$ cat config.mk
export PLATFORM = sky130hd
export DESIGN_NAME = store_buffer
export DESIGN_NICKNAME = d
export VERILOG_FILES = /design/src/rtl/mips_mem_pkg.sv /design/src/rtl/store_fifo.sv /design/src/rtl/store_buffer.sv
export SDC_FILE = /design/constraint.sdc
export NUM_CORES = 1
export LEC_CHECK = 0
export CAP_MARGIN = 20
export CORE_UTILIZATION = 49
export CTS_BUF_LIST = sky130_fd_sc_hd__clkbuf_4 sky130_fd_sc_hd__clkbuf_8 sky130_fd_sc_hd__clkbuf_16
export CTS_CLUSTER_DIAMETER = 150
export DETAILED_ROUTE_END_ITERATION = 8
export PLACE_DENSITY = 0.7
export SYNTH_ARGS = -nofsm -noshare
export SYNTH_HDL_FRONTEND = slang
export SYNTH_HIERARCHICAL = 1
export SYNTH_SLANG_ARGS = --single-unit
$ cat constraint.sdc
create_clock -name clk -period 11.74 [get_ports clk]
set_clock_uncertainty 0.1 [all_clocks]
set_input_delay 1.174 -clock clk [delete_from_list [all_inputs] [get_ports clk]]
set_output_delay 1.174 -clock clk [all_outputs]
set_load 0.05 [all_outputs]
$ cat src/rtl/mips_mem_pkg.sv
// Shared types and defaults for the MIPS data-memory stage.
package mips_mem_pkg;

    typedef enum logic [1:0] {
        IDLE  = 2'd0,
        WRITE = 2'd1,
        READ  = 2'd2,
        RESP  = 2'd3
    } sb_state_t;

    localparam int unsigned WORD_LSB   = 2;
    localparam int unsigned DEF_DEPTH  = 4;
    localparam int unsigned DEF_ADDR_W = 32;
    localparam int unsigned DEF_DATA_W = 32;

endpackage

$ cat src/rtl/store_fifo.sv
// Circular buffer of posted stores with a youngest-match search port for forwarding.
module store_fifo
    import mips_mem_pkg::*;
#(
    parameter int unsigned DEPTH  = DEF_DEPTH,
    parameter int unsigned ADDR_W = DEF_ADDR_W,
    parameter int unsigned DATA_W = DEF_DATA_W
) (
    input  logic                       clk,
    input  logic                       reset,
    input  logic                       push,
    input  logic [ADDR_W-1:0]          push_addr,
    input  logic [DATA_W-1:0]          push_data,
    input  logic                       pop,
    output logic [ADDR_W-1:0]          head_addr,
    output logic [DATA_W-1:0]          head_data,
    output logic [$clog2(DEPTH):0]     count,
    output logic                       full,
    output logic                       empty,
    input  logic [ADDR_W-1:WORD_LSB]   search_word,
    output logic                       hit,
    output logic [DATA_W-1:0]          hit_data
);

    localparam int unsigned PW = $clog2(DEPTH);
    localparam int unsigned CW = PW + 1;

    logic [ADDR_W-1:0] addr_mem [DEPTH];
    logic [DATA_W-1:0] data_mem [DEPTH];
    logic [PW-1:0]     head;
    logic [PW-1:0]     tail;
    logic [PW-1:0]     idx;

    always_ff @(posedge clk or negedge reset) begin
        if (!reset) begin
            head  <= '0;
            tail  <= '0;
            count <= '0;
        end else begin
            if (push) tail <= tail + 1'b1;
            if (pop)  head <= head + 1'b1;
            case ({push, pop})
                2'b10:   count <= count + 1'b1;
                2'b01:   count <= count - 1'b1;
                default: count <= count;
            endcase
        end
    end

    always_ff @(posedge clk) begin
        if (push) begin
            addr_mem[tail] <= push_addr;
            data_mem[tail] <= push_data;
        end
    end

    assign head_addr = addr_mem[head];
    assign head_data = data_mem[head];
    assign full      = (count == CW'(DEPTH));
    assign empty     = (count == '0);

    // Walk oldest to youngest so the last match wins.
    always_comb begin
        hit      = 1'b0;
        hit_data = '0;
        idx      = '0;
        for (int unsigned i = 0; i < DEPTH; i++) begin
            idx = head + PW'(i);
            if ((CW'(i) < count) && (addr_mem[idx][ADDR_W-1:WORD_LSB] == search_word)) begin
                hit      = 1'b1;
                hit_data = data_mem[idx];
            end
        end
    end

endmodule

$ cat src/rtl/store_buffer.sv
// Data-memory stage: posts stores into a FIFO, forwards loads, and stalls the core on load misses.
module store_buffer
    import mips_mem_pkg::*;
#(
    parameter int unsigned DEPTH  = DEF_DEPTH,
    parameter int unsigned ADDR_W = DEF_ADDR_W,
    parameter int unsigned DATA_W = DEF_DATA_W
) (
    input  logic                    clk,
    input  logic                    reset,
    input  logic                    cpu_we,
    input  logic                    cpu_re,
    input  logic [ADDR_W-1:0]       cpu_addr,
    input  logic [DATA_W-1:0]       cpu_wdata,
    output logic [DATA_W-1:0]       cpu_rdata,
    output logic                    cpu_stall,
    output logic                    mem_req,
    output logic                    mem_we,
    output logic [ADDR_W-1:0]       mem_addr,
    output logic [DATA_W-1:0]       mem_wdata,
    input  logic                    mem_ack,
    input  logic [DATA_W-1:0]       mem_rdata,
    output logic [$clog2(DEPTH):0]  sb_count,
    output logic                    sb_empty
);

    sb_state_t         state, next_state;
    logic              full, push, pop, hit, ack, load_miss;
    logic [ADDR_W-1:0] head_addr;
    logic [DATA_W-1:0] head_data, hit_data, rdata_q;

    store_fifo #(
        .DEPTH  (DEPTH),
        .ADDR_W (ADDR_W),
        .DATA_W (DATA_W)
    ) u_fifo (
        .clk         (clk),
        .reset       (reset),
        .push        (push),
        .push_addr   (cpu_addr),
        .push_data   (cpu_wdata),
        .pop         (pop),
        .head_addr   (head_addr),
        .head_data   (head_data),
        .count       (sb_count),
        .full        (full),
        .empty       (sb_empty),
        .search_word (cpu_addr[ADDR_W-1:WORD_LSB]),
        .hit         (hit),
        .hit_data    (hit_data)
    );

    assign ack       = mem_ack && mem_req;
    assign load_miss = cpu_re && !hit && (state != RESP);

    always_ff @(posedge clk or negedge reset) begin
        if (!reset) state <= IDLE;
        else        state <= next_state;
    end

    always_comb begin
        next_state = state;
        case (state)
            IDLE: begin
                if (load_miss)      next_state = READ;
                else if (!sb_empty) next_state = WRITE;
            end
            WRITE:   if (ack) next_state = IDLE;
            READ:    if (ack) next_state = RESP;
            RESP:    next_state = IDLE;
            default: next_state = IDLE;
        endcase
    end

    always_comb begin
        push      = cpu_we && !full;
        pop       = (state == WRITE) && ack;
        cpu_stall = (cpu_we && full) || load_miss;
        cpu_rdata = ((state == RESP) || !hit) ? rdata_q : hit_data;
    end

    // Bus fields load only on leaving IDLE, so they stay stable until the ack.
    always_ff @(posedge clk or negedge reset) begin
        if (!reset) begin
            mem_req   <= 1'b0;
            mem_we    <= 1'b0;
            mem_addr  <= '0;
            mem_wdata <= '0;
            rdata_q   <= '0;
        end else begin
            mem_req <= (next_state == WRITE) || (next_state == READ);
            mem_we  <= (next_state == WRITE);
            if (state == IDLE && next_state == WRITE) begin
                mem_addr  <= head_addr;
                mem_wdata <= head_data;
            end
            if (state == IDLE && next_state == READ) mem_addr <= cpu_addr;
            if (state == READ && ack)                rdata_q  <= mem_rdata;
        end
    end

    a_no_we_and_re: assert property (@(posedge clk) disable iff (!reset) !(cpu_we && cpu_re));

endmodule

==> metrics.md, run 1 <==
| Metric | Value |
|---|---|
| Final hold violation count | 0 |
| Synthesis warning total | 6 |
| Syn Nets | roughly 1900 |
| Power Density | approximately 280 nW/um^2 |
| Number of gates resized after CTS | 0 |
| Final Max Slew Viols | 0 |
| Clock latency on the worst-skew pair | about 580 ps |
| Dominant combinational cell family by area after synthesis | multiplexers |
| Count of cell types in the netlist | 79 |
| Setup total negative slack | 0 ps |
| Post-synthesis xor/xnor area fraction | 4.041% |
| Largest vdd supply drop | about 0.18 mV |
| Post-synthesis area per instance | 12.64 um^2 |
| Count of buffers from port buffering | 203 |
| Drt via density | between 6 and 7 |
| Mux share of post-synthesis cell area | 23.92% |
| Drt first pass iters | 6 |
| MaxCap Viol Count | 0 |
| Clock Pin Slew Worst Setup and Hold Paths | 60 ps |
| Net total in the final layout | about 2000 |
| Highest clock frequency the design can meet | between 100 and 150 MHz |
| Hold_buf cts | 0 |
| Weighted congestion reported at the end of routability-driven placement | 0.9443 |
| Area of the die | 46740 um^2 |
| Effective utilization at floorplan | 49.64% |
| Number of synthesized flops with an enable pin | 256 |
| Total congestion overflow | 0 |
| Leakage power | 0.009205 uW |
| Cell area after technology mapping | 22480 um^2 |
| I/O pin count | between 200 and 250 |
| Layout cell share with drive strength beyond 1 | 18.56% |
| Area of the placeable core | 45280 um^2 |
| Transition time at the pin with the least slew margin | ~1100 ps |
| Fill cell count | 3651 |
| Adder-cell area share of the yosys netlist | 0.6123% |
| H-tree depth | 2 |
| Die Y | roughly 220 um |
| Final period util | about 73% |
| Overall power | 7401 uW |
| Number of diodes added for antenna fixing | 0 |
| Wire length of the first global-routing pass | 100600 um |
| CTS tree | built |
| Minimum clock period | 8552 ps |
| Top cell type's share of synthesized area | between 30% and 40% |
| Largest cells by area after synthesis | sky130_fd_sc_hd__edfxtp_1, sky130_fd_sc_hd__dfrtp_1, sky130_fd_sc_hd__mux4_2 |
| Initial antenna violation count | 4 |
| FP Rows | 78 |
| Number of vias after detailed routing | 16697 |
| Reg-to-Reg Start | u_fifo/head[0]$_DFFE_PN0P_ |
| Antenna Violating Nets Remaining | 0 |
| Reg area | 10370 um^2 |
| All-Layer GR Usage | 28.04% |
| Fraction of the mapped netlist area in compound gates | 13.21% |
| DRC violations left | 0 |
| Arrival time at the worst endpoint | 7280 ps |
| Required time at the endpoint of the critical path | 10470 ps |
| Post-CTS repair timing setup buffer count | 0 |
| DR iter-0 viols | roughly 1900 |
| Sequential share of the synthesized area | between 40% and 50% |
| Critical Path Sink Type | output pin |
| Largest net degree at the start of global routing | 88 |
| Outcome | completed |
| Worst Path Max Fanout | slightly below 60 |
| Die X-Extent | 216.2 um |
| Wire length per cell after detailed routing | 26.16 um |
| Normalized max-slew margin | between 20% and 30% |
| Multi-input gate area | 11170 um^2 |
| Syn-to-layout area delta | 15.91% |
| RSZ-0062 raised after global routing | false |
| Clock root buffer | sky130_fd_sc_hd__clkbuf_16 |
| Worst hold path type | flip-flop to flip-flop |
| Longest Clk Path Bufs | 3 |
| Leading area contributor after synthesis | sky130_fd_sc_hd__edfxtp_1 |
| Instance count of the mapped netlist | 1778 |
| Placed wire-length estimate | 42710 um |
| Startpoint of the lowest-slack hold path | rdata_q[27]$_DFFE_PN0P_ |
| Final Setup Violations | 0 |
| Via count of the first global-routing pass | 16417 |
| Register bit count reported by yosys | between 300 and 400 |
| Worst setup SP type | flip-flop |
| Flip-flop cell with the highest count after synthesis | sky130_fd_sc_hd__edfxtp_1 |
| Share of synthesized flip-flops with an asynchronous set or reset | 29.48% |
| Number of CTS-inserted buffers | 42 |
| Launch point of the critical path | u_fifo/head[0]$_DFFE_PN0P_ |
| Share of synthesized cell area in and, or, nand and nor gates | between 7 and 8% |
| Clock sink total | 363 |
| Sum of routed wire length over all layers | 65860 um |
| Worst Path Class, Setup | flip-flop to output pin |
## final timing paths
| check | depth (start not counted) | slack, ps | to |
|---|---|---|---|
| worst max-delay path | 14 | 3190 | cpu_rdata[29] |
| worst min-delay path | 1 | 400 | rdata_q[27]$_DFFE_PN0P_ |
| worst max register to register | 17 | 4980 | mem_wdata[2]$_DFFE_PN0P_ |
| worst min register to register | 1 | 400 | rdata_q[27]$_DFFE_PN0P_ |
| max in group asynchronous | 2 | 9490 | u_fifo/head[1]$_DFFE_PN0P_ |
| min in group asynchronous | 1 | 510 | mem_wdata[5]$_DFFE_PN0P_ |
## metal layers
metal | GRT usage [%] | share of wire (%) | routed length (um) | up-vias
met1 | 40.27 | 43 | 28240 | 8500
li1 | - | - | - | 7287
met3 | 5.347 | 8.3 | 5478 | 113
met4 | 7.653 | 2.5 | 1667 | 8
met5 | 0 | 0.087 | 57 | -
met2 | 43.49 | 46 | 30420 | 789
## through the flow
step                util, %  instance area (um^2)  cells  hold WS [ps]  setup slack, ps
floorplan                 -                 22480   1778         375.3             6516
global placement      54.42                 24640   2440         387.1             3906
detailed placement    54.42                 24640   2440         394.1             3833
CTS                   57.48                 26030   2517         407.1             3188
global route          57.54                 26060   2518         419.8             2772
finish                57.54                 26060   2518         403.0             3188
## sequential cells by signal, indices dropped and copies added, names as in the netlist
register	cells
u_fifo/data_mem	128
state	2
u_fifo/count	3
mem_wdata	32
mem_req	1
u_fifo/head	2
mem_we	1
rdata_q	32
u_fifo/tail	2
mem_addr	32
u_fifo/addr_mem	128
## placed cells by master (no fill, tap or decap), types with 29 or more instances in the layout
cell                                n
sky130_fd_sc_hd__edfxtp_1         256
sky130_fd_sc_hd__clkdlybuf4s50_1  202
sky130_fd_sc_hd__mux2i_1          148
sky130_fd_sc_hd__nand2_1          128
sky130_fd_sc_hd__dfrtp_1          105
sky130_fd_sc_hd__mux4_2           103
sky130_fd_sc_hd__mux2_2            87
sky130_fd_sc_hd__xnor2_1           72
sky130_fd_sc_hd__nor3_1            65
sky130_fd_sc_hd__a21oi_1           51
sky130_fd_sc_hd__clkbuf_16         43
sky130_fd_sc_hd__nor2b_1           40
sky130_fd_sc_hd__a211oi_1          39
sky130_fd_sc_hd__a22oi_1           38
sky130_fd_sc_hd__buf_4             33
sky130_fd_sc_hd__mux2_4            31
sky130_fd_sc_hd__a32oi_1           31
sky130_fd_sc_hd__a31oi_1           29
## power breakdown
part / total (uW) / leakage, uW / switching, uW / internal (uW)
Combinational: 4040 / 0.00494 / 2390 / 1640
Clock: 1300 / 0.000691 / 533 / 770
Sequential: 2060 / 0.00358 / 291 / 1770
Total: 7400 / 0.00921 / 3220 / 4180
## cells in the mapped netlist, drive strengths merged, types with 31 or more instances
cell type / number
edfxtp: 256
mux2i: 148
nand2: 129
mux2: 118
mux4: 108
dfrtp: 107
buf: 97
clkbuf: 76
xnor2: 74
nor3: 65
a21oi: 52
nor2b: 40
a211oi: 39
a22oi: 38
a32oi: 31
## cells by family (layout without fill, tap and decap cells)
logic type               Yosys count  count (layout)
AO/OA/AOI/OAI                    388             388
AND/OR/NAND/NOR                  347             347
flip-flops                       363             363
buffers and inverters            193             333
adder cells (fa/ha/maj)           11              11
XOR/XNOR                         102             102
multiplexers                     374             374
## cell type report
| cell class | instances | area share, % |
|---|---|---|
| timing repair buffer | 236 | 8.817 |
| clock buffer | 58 | 4.658 |
| sequential | 363 | 39.81 |
| inverter | 20 | 0.2929 |
| tap | 600 | 2.881 |
| multi-input combinational | 1222 | 42.89 |
| clock inverter | 19 | 0.6531 |
## critical path: stages, from the launching register on
cell	delay (ps)
sky130_fd_sc_hd__dfrtp_4	960
sky130_fd_sc_hd__buf_4	720
sky130_fd_sc_hd__mux4_2	600
sky130_fd_sc_hd__xor2_1	180
sky130_fd_sc_hd__nor4_1	630
sky130_fd_sc_hd__nand2b_1	180
sky130_fd_sc_hd__a21o_1	200
sky130_fd_sc_hd__buf_4	260
sky130_fd_sc_hd__nor2_4	390
sky130_fd_sc_hd__buf_4	550
sky130_fd_sc_hd__xnor2_1	210
sky130_fd_sc_hd__nor2b_1	70
sky130_fd_sc_hd__o32ai_1	600
sky130_fd_sc_hd__mux2_4	270
sky130_fd_sc_hd__clkdlybuf4s50_1	800
No activity file was read; power rests on OpenSTA's default activity.
==> run 2, diff against run 1 <==
Clock period 11.74 ns to 8.2 ns, I/O delays scaled along.
==> run 2 against run 1 <==
Final cell count is 0.71% higher; final area is 0.79% higher; sequential power grew 45%; sequential share of layout area down 0.31 points; critical path depth did not move; via count increased by 1.8%; hold slack got worse by 240 ps; routed wire length grew 1.5%; utilization rose by 0.45 points; critical path type unchanged; largest power group unchanged; highest routed layer unchanged.
==> metrics.md, run 2 (synthesis gave the netlist of run 1 again) <==
| Metric | Value |
|---|---|
| Antenna Violating Nets Remaining | 0 (unchanged) |
| Final Setup Violations | 0 (unchanged) |
| Critical Path Max Stage Delay | 790 ps (was 960 ps) |
| Outcome | completed (unchanged) |
| I/O pin count | 204 (unchanged) |
| Via count of the first global-routing pass | 16617 (was 16417) |
| Power Density | 409.4 nW/um^2 (was 284.0 nW/um^2) |
| H-tree depth | 2 (unchanged) |
| Total congestion overflow | 0 (unchanged) |
| Largest net degree at the start of global routing | 136 (was 88) |
| Largest vdd supply drop | 0.3601 mV (was 0.1769 mV) |
| Area of the placeable core | 45280 um^2 (unchanged) |
| Total routed wire length on the met1 layer | 28630 um (was 28240 um) |
| Number of vias after detailed routing | 16996 (was 16697) |
| R2R setup slack | 1650 ps (was 4980 ps) |
| Required time at the endpoint of the critical path | 7280 ps (was 10470 ps) |
| Dominant cell type by count on the critical path | sky130_fd_sc_hd__buf_4 (unchanged) |
| Longest Clk Path Bufs | 3 (unchanged) |
| Clock Pin Slew Worst Setup and Hold Paths | 60 ps (about the same) |
| Worst setup SP type | flip-flop (unchanged) |
| CP cell instances | clkinv_2, buf_4, mux2i_1, xor2_1, nand4_1, nor4_1, and4b_1, buf_4, inv_1, nand3b_1, and2_2, buf_12, mux2_2, clkdlybuf4s50_1 (was buf_4, mux4_2, xor2_1, nor4_1, nand2b_1, a21o_1, buf_4, nor2_4, buf_4, xnor2_1, nor2b_1, o32ai_1, mux2_4, clkdlybuf4s50_1) |
| Net total in the final layout | 2009 (was 1997) |
| Final hold violation count | 0 (unchanged) |
| Leading cell types in the layout, fill and taps excluded | sky130_fd_sc_hd__edfxtp_1, sky130_fd_sc_hd__clkdlybuf4s50_1, sky130_fd_sc_hd__mux2i_1 (unchanged) |
| Clock sink total | 363 (unchanged) |
| Leakage power | 0.009353 uW (was 0.009205 uW) |
| Max stage delay cell, worst path | sky130_fd_sc_hd__dfrtp_4 (unchanged) |
| Number of gates resized after CTS | 0 (unchanged) |
| Number of CTS-inserted buffers | 43 (was 42) |
| Effective utilization at floorplan | 49.64% (unchanged) |
| Worst Path Class, Setup | flip-flop to output pin (unchanged) |
| Clock latency on the worst-skew pair | 590 ps (was 580 ps) |
| Worst hold path type | primary input to async pin (was flip-flop to flip-flop) |
| Die Y | 216.2 um (unchanged) |
| Drt via density | 6.702 (was 6.631) |
| Final period util | 91.24% |
| Normalized max-slew margin | 32.86% (was 28.88%) |
| All-Layer GR Usage | 28.65% (was 28.04%) |
| MaxCap Viol Count | 0 (unchanged) |
| Overall power | 10750 uW (was 7401 uW) |
| Layout cell share with drive strength beyond 1 | 20.19% (was 18.56%) |
| CTS tree | built (unchanged) |
| Wire length per cell after detailed routing | 26.36 um (was 26.16 um) |
| Initial antenna violation count | 7 (was 4) |
| Drt first pass iters | 8 (was 6) |
| Final instance area | 26260 um^2 (was 26060 um^2) |
| Post-Place Setup Slack | 1436 ps (was 3833 ps) |
| Highest routed metal layer | met5 (unchanged) |
| Count of buffers from port buffering | 203 (unchanged) |
| Registers with the most flip-flops | u_fifo/addr_mem: 128 flops, u_fifo/data_mem: 128 flops (unchanged) |
| Die X-Extent | 216.2 um (unchanged) |
| RSZ-0062 raised after global routing | false (unchanged) |
| Worst Path Max Fanout | 33 (was 59) |
| Transition time at the pin with the least slew margin | 1007 ps (was 1067 ps) |
| Area of the die | 46740 um^2 (unchanged) |
| Met2 wire len | 29970 um (was 30420 um) |
| FP Rows | 78 (unchanged) |
| Most common library cell in the layout ignoring fill and taps | sky130_fd_sc_hd__edfxtp_1 (unchanged) |
| Post-CTS repair timing setup buffer count | 0 (unchanged) |
| Syn-to-layout area delta | 16.82% (was 15.91%) |
| Fin worst setup slack | 718.4 ps (was 3188 ps) |
| Post-route non-filler standard cell count | 2536 (was 2518) |
| Critical Path Sink Type | output pin (unchanged) |
| Hold_buf cts | 0 (unchanged) |
| Worst r2r dst | mem_wdata[3]$_DFFE_PN0P_ (was mem_wdata[2]$_DFFE_PN0P_) |
| DR iter-0 viols | 2096 (was 1864) |
| Arrival time at the worst endpoint | 6560 ps (was 7280 ps) |
| Weighted congestion reported at the end of routability-driven placement | 0.9706 (was 0.9443) |
| Placed wire-length estimate | 44110 um (was 42710 um) |
| Sum of routed wire length over all layers | 66850 um (was 65860 um) |
| Wire length of the first global-routing pass | 102500 um (was 100600 um) |
| Reg2reg path depth | 17 (unchanged) |
| Count of placed standard cells including taps | 2452 (was 2440) |
| Met3 wirelength from detailed routing | 6217 um (was 5478 um) |
| Final Max Slew Viols | 0 (unchanged) |
| DRC violations left | 0 (unchanged) |
| Clock root buffer | sky130_fd_sc_hd__clkbuf_16 (unchanged) |
| Highest clock frequency the design can meet | between 100 and 150 MHz |
| Placement Cell Area | 24750 um^2 (was 24640 um^2) |
| Setup total negative slack | 0 ps (unchanged) |
| Reg-to-Reg Start | u_fifo/head[0]$_DFFE_PN0P_ (unchanged) |
| Minimum clock period | approximately 7500 ps |
run 2: critical path, delay by kind of cell (launching register included):
family / cells / cell delay, ps
buffers and inverters: 6 / 2540
and+or+nand+nor: 5 / 1620
DFF: 1 / 790
muxes: 2 / 610
xor gates and xnor gates: 1 / 290
run 2: report_power, final:
part,switching (uW),internal [uW]
registers,459,2530
clock network,795,1200
logic,3410,2350
total,4670,6080
run 2: metrics by stage:
stage          hold WS [ps]  utilization [%]
2_1_floorplan         375.3                -
3_3_place_gp          386.4            54.66
3_5_place_dp          394.1            54.66
4_1_cts               164.0            57.97
5_1_grt               181.1            57.98
6_report              159.4            57.99
run 2: how the worst max path moves through the flow:
stage / start / endpoint / slack [ps] / depth (start not counted)
5_1_grt: u_fifo/head[0]$_DFFE_PN0P_ / cpu_rdata[31] / 500 / 14
3_5_place_dp: u_fifo/head[0]$_DFFE_PN0P_ / cpu_rdata[31] / 1440 / 13
2_1_floorplan: u_fifo/head[1]$_DFFE_PN0P_ / cpu_rdata[10] / 3580 / 19
3_3_place_gp: u_fifo/head[0]$_DFFE_PN0P_ / cpu_rdata[31] / 1480 / 14
6_report: u_fifo/head[0]$_DFFE_PN0P_ / cpu_rdata[31] / 720 / 14
4_1_cts: u_fifo/head[0]$_DFFE_PN0P_ / cpu_rdata[31] / 780 / 13
run 2: per-layer routing:
metal / vias to the layer above / global-route usage (%)
met3: 145 / 5.740
li1: 7334 / -
met2: 887 / 42.36
met4: 6 / 10.12
met1: 8624 / 41.88
met5: - / 0
run 2: area by class of cell:
class	instances	area, um^2
Fill cell	3657	19020
Multi-Input combinational cell	1222	11170
Sequential cell	363	10370
Timing Repair Buffer	247	2377
Clock buffer	62	1291
Tap cell	600	750.7
Clock inverter	18	207.7
Inverter	20	76.32
Antenna cell	4	10.01
==> run 3, diff against run 2 <==
Settings changed: CTS_CLUSTER_SIZE set to 16.
==> run 3 against run 2 <==
Maximum frequency hardly changed; clock-buffer cell count fell by 16; sequential share of layout area increased by 1.0 points; critical path depth is 1 lower; routed wire length is 1.1% lower.
==> metrics.md, run 3 (synthesis gave the netlist of run 1 again) <==
| Metric | Value |
|---|---|
| Outcome | completed (unchanged) |
| Fin worst setup slack | 719.3 ps (was 718.4 ps) |
| Placement Cell Area | 24750 um^2 (unchanged) |
| Required time at the endpoint of the critical path | 7280 ps (about the same) |
| Die Y | 216.2 um (unchanged) |
| Reg-to-Reg Start | u_fifo/head[0]$_DFFE_PN0P_ (unchanged) |
| Clock sink total | 363 (unchanged) |
| H-tree depth | 1 (was 2) |
| Final period util | 91.23% (was 91.24%) |
| Antenna Violating Nets Remaining | 0 (unchanged) |
| Placed wire-length estimate | 44110 um (unchanged) |
| Clock root buffer | sky130_fd_sc_hd__clkbuf_16 (unchanged) |
| Final Max Slew Viols | 0 (unchanged) |
| Overall power | 10050 uW (was 10750 uW) |
| Total buffers and inverters traversed by the critical path | 5 (was 6) |
| Initial antenna violation count | 6 (was 7) |
| GR Util met1 | 42.06% (was 41.88%) |
| Final instance area | 25580 um^2 (was 26260 um^2) |
| Worst Path Class, Setup | flip-flop to output pin (unchanged) |
| CTS tree | built (unchanged) |
| Power Density | 393.0 nW/um^2 (was 409.4 nW/um^2) |
| Reg2reg path depth | 16 (was 17) |
| Met2 layer usage reported by global route | 42.40% (was 42.36%) |
| Wire length of the first global-routing pass | 101600 um (was 102500 um) |
| Weighted congestion reported at the end of routability-driven placement | 0.9706 (unchanged) |
| Worst r2r dst | mem_wdata[31]$_DFFE_PN0P_ (was mem_wdata[3]$_DFFE_PN0P_) |
| Launch point of the critical path | u_fifo/head[0]$_DFFE_PN0P_ (unchanged) |
| Final hold violation count | 0 (unchanged) |
| R2R setup slack | 1660 ps (was 1650 ps) |
| Post-Place Setup Slack | 1436 ps (unchanged) |
| Leading cell types in the layout, fill and taps excluded | sky130_fd_sc_hd__edfxtp_1, sky130_fd_sc_hd__clkdlybuf4s50_1, sky130_fd_sc_hd__mux2i_1 (unchanged) |
| Drt via density | 6.690 (was 6.702) |
| Global routing usage on met3 | 4.379% (was 5.740%) |
| Total congestion overflow | 0 (unchanged) |
| Worst setup SP type | flip-flop (unchanged) |
| Leakage power | 0.009020 uW (was 0.009353 uW) |
| Count of buffers from port buffering | 203 (unchanged) |
| Layout cell share with drive strength beyond 1 | 19.00% (was 20.19%) |
| Syn-to-layout area delta | 13.81% (was 16.82%) |
| Clock latency on the worst-skew pair | 590 ps (about the same) |
| RSZ-0062 raised after global routing | false (unchanged) |
| Largest net degree at the start of global routing | 136 (unchanged) |
| DRC violations left | 0 (unchanged) |
| Area of the die | 46740 um^2 (unchanged) |
| Wire length per cell after detailed routing | 26.43 um (was 26.36 um) |
| DR iter-0 viols | 2062 (was 2096) |
| Setup total negative slack | 0 ps (unchanged) |
| Worst setup path endpoint | cpu_rdata[31] (unchanged) |
| Critical Path Sink Type | output pin (unchanged) |
| Sum of routed wire length over all layers | 66140 um (was 66850 um) |
| Net total in the final layout | 1992 (was 2009) |
| Transition time at the pin with the least slew margin | 1011 ps (was 1007 ps) |
| Die X-Extent | 216.2 um (unchanged) |
| Via count of the first global-routing pass | 16293 (was 16617) |
| Minimum clock period | 7481 ps (was 7482 ps) |
| Final Setup Violations | 0 (unchanged) |
| Worst hold path type | primary input to async pin (unchanged) |
| Critical Path Max Stage Delay | 800 ps (was 790 ps) |
| Post-CTS repair timing setup buffer count | 0 (unchanged) |
| Most heavily used metal layer in global routing | met2 (unchanged) |
| Worst slack on hold paths | 150.8 ps (was 159.4 ps) |
| All-Layer GR Usage | 28.17% (was 28.65%) |
| Worst Path Max Fanout | 33 (unchanged) |
| Normalized max-slew margin | 32.61% (was 32.86%) |
| MaxCap Viol Count | 0 (unchanged) |
| I/O pin count | 204 (unchanged) |
| Hold_buf cts | 0 (unchanged) |
| Longest Clk Path Bufs | 3 (unchanged) |
| Highest clock frequency the design can meet | 133.7 MHz (about the same) |
| CP cell instances | buf_4, mux4_2, xnor2_1, nand4_1, nor4_1, and4b_1, buf_4, inv_1, nand3b_1, and2_2, buf_12, mux2_2, clkdlybuf4s50_1 (was clkinv_2, buf_4, mux2i_1, xor2_1, nand4_1, nor4_1, and4b_1, buf_4, inv_1, nand3b_1, and2_2, buf_12, mux2_2, clkdlybuf4s50_1) |
| Arrival time at the worst endpoint | 6560 ps (about the same) |
| Largest vdd supply drop | 0.2759 mV (was 0.3601 mV) |
| Clock Pin Slew Worst Setup and Hold Paths | 80 ps (was 60 ps) |
| Most common library cell in the layout ignoring fill and taps | sky130_fd_sc_hd__edfxtp_1 (unchanged) |
| Critical path depth in cells | 13 (was 14) |
| Max stage delay cell, worst path | sky130_fd_sc_hd__dfrtp_4 (unchanged) |
| Drt first pass iters | 6 (was 8) |
| Dominant cell type by count on the critical path | sky130_fd_sc_hd__buf_4 (unchanged) |
| CP delay by family, top | buffers and inverters (unchanged) |
| Area of the placeable core | 45280 um^2 (unchanged) |
| FP Rows | 78 (unchanged) |
| Registers with the most flip-flops | u_fifo/addr_mem: 128 flops, u_fifo/data_mem: 128 flops (unchanged) |
| Effective utilization at floorplan | 49.64% (unchanged) |
| Number of vias after detailed routing | 16745 (was 16996) |
| Number of gates resized after CTS | 0 (unchanged) |
| Number of CTS-inserted buffers | 26 (was 43) |
==> run 3: changes by cell type in the layout (fill, tap and decap cells not counted), sizes merged <==
cell	before	now
bufinv	3	0
clkbuf	62	46
clkinv	14	3
diode	4	3
inv	20	18
==> run 3: metrics by stage <==
step,std cells,utilization [%]
2_1_floorplan,1778,-
3_3_place_gp,2452,54.66
3_5_place_dp,2452,54.66
4_1_cts,2500,56.48
5_1_grt,2502,56.49
6_report,2503,56.50
==> run 3: worst min path at each step <==
stage / slack, ps / to / depth (start not counted)
3_5_place_dp: 390 / rdata_q[2]$_DFFE_PN0P_ / 1
4_1_cts: 160 / mem_wdata[4]$_DFFE_PN0P_ / 1
6_report: 150 / mem_wdata[4]$_DFFE_PN0P_ / 1
3_3_place_gp: 390 / rdata_q[31]$_DFFE_PN0P_ / 1
2_1_floorplan: 380 / rdata_q[0]$_DFFE_PN0P_ / 1
5_1_grt: 170 / mem_wdata[4]$_DFFE_PN0P_ / 1
==> run 3: routing by layer <==
metal / wire length (um) / vias up
li1: - / 7266
met1: 28220 / 8460
met2: 29770 / 892
met3: 6439 / 121
met4: 1676 / 6
met5: 45 / -
==> run 3: layout make-up <==
class | instances | area, um^2
Antenna cell | 3 | 7.507
Clock buffer | 46 | 800.8
Clock inverter | 2 | 23.77
Fill cell | 3720 | 19700
Inverter | 20 | 76.32
Multi-Input combinational cell | 1222 | 11170
Sequential cell | 363 | 10370
Tap cell | 600 | 750.7
Timing Repair Buffer | 247 | 2377
==> run 3: report_power, final <==
part,internal (uW),switching [uW]
Sequential,2530,456
Combinational,2350,3390
Clock,668,661
==> run 3: worst reg2reg max path: stages (launching register included) <==
cell and delay, ps:
sky130_fd_sc_hd__dfrtp_4 800, sky130_fd_sc_hd__buf_4 470, sky130_fd_sc_hd__mux4_2 570, sky130_fd_sc_hd__xnor2_1 410, sky130_fd_sc_hd__nand4_1 140, sky130_fd_sc_hd__nor4_1 620, sky130_fd_sc_hd__and4b_1 360, sky130_fd_sc_hd__buf_4 470
sky130_fd_sc_hd__inv_1 190, sky130_fd_sc_hd__nand3b_1 310, sky130_fd_sc_hd__nor2b_1 130, sky130_fd_sc_hd__nor2_1 160, sky130_fd_sc_hd__o21a_1 170, sky130_fd_sc_hd__ha_1 320, sky130_fd_sc_hd__nor3b_2 240, sky130_fd_sc_hd__buf_4 520
sky130_fd_sc_hd__mux2_2 430
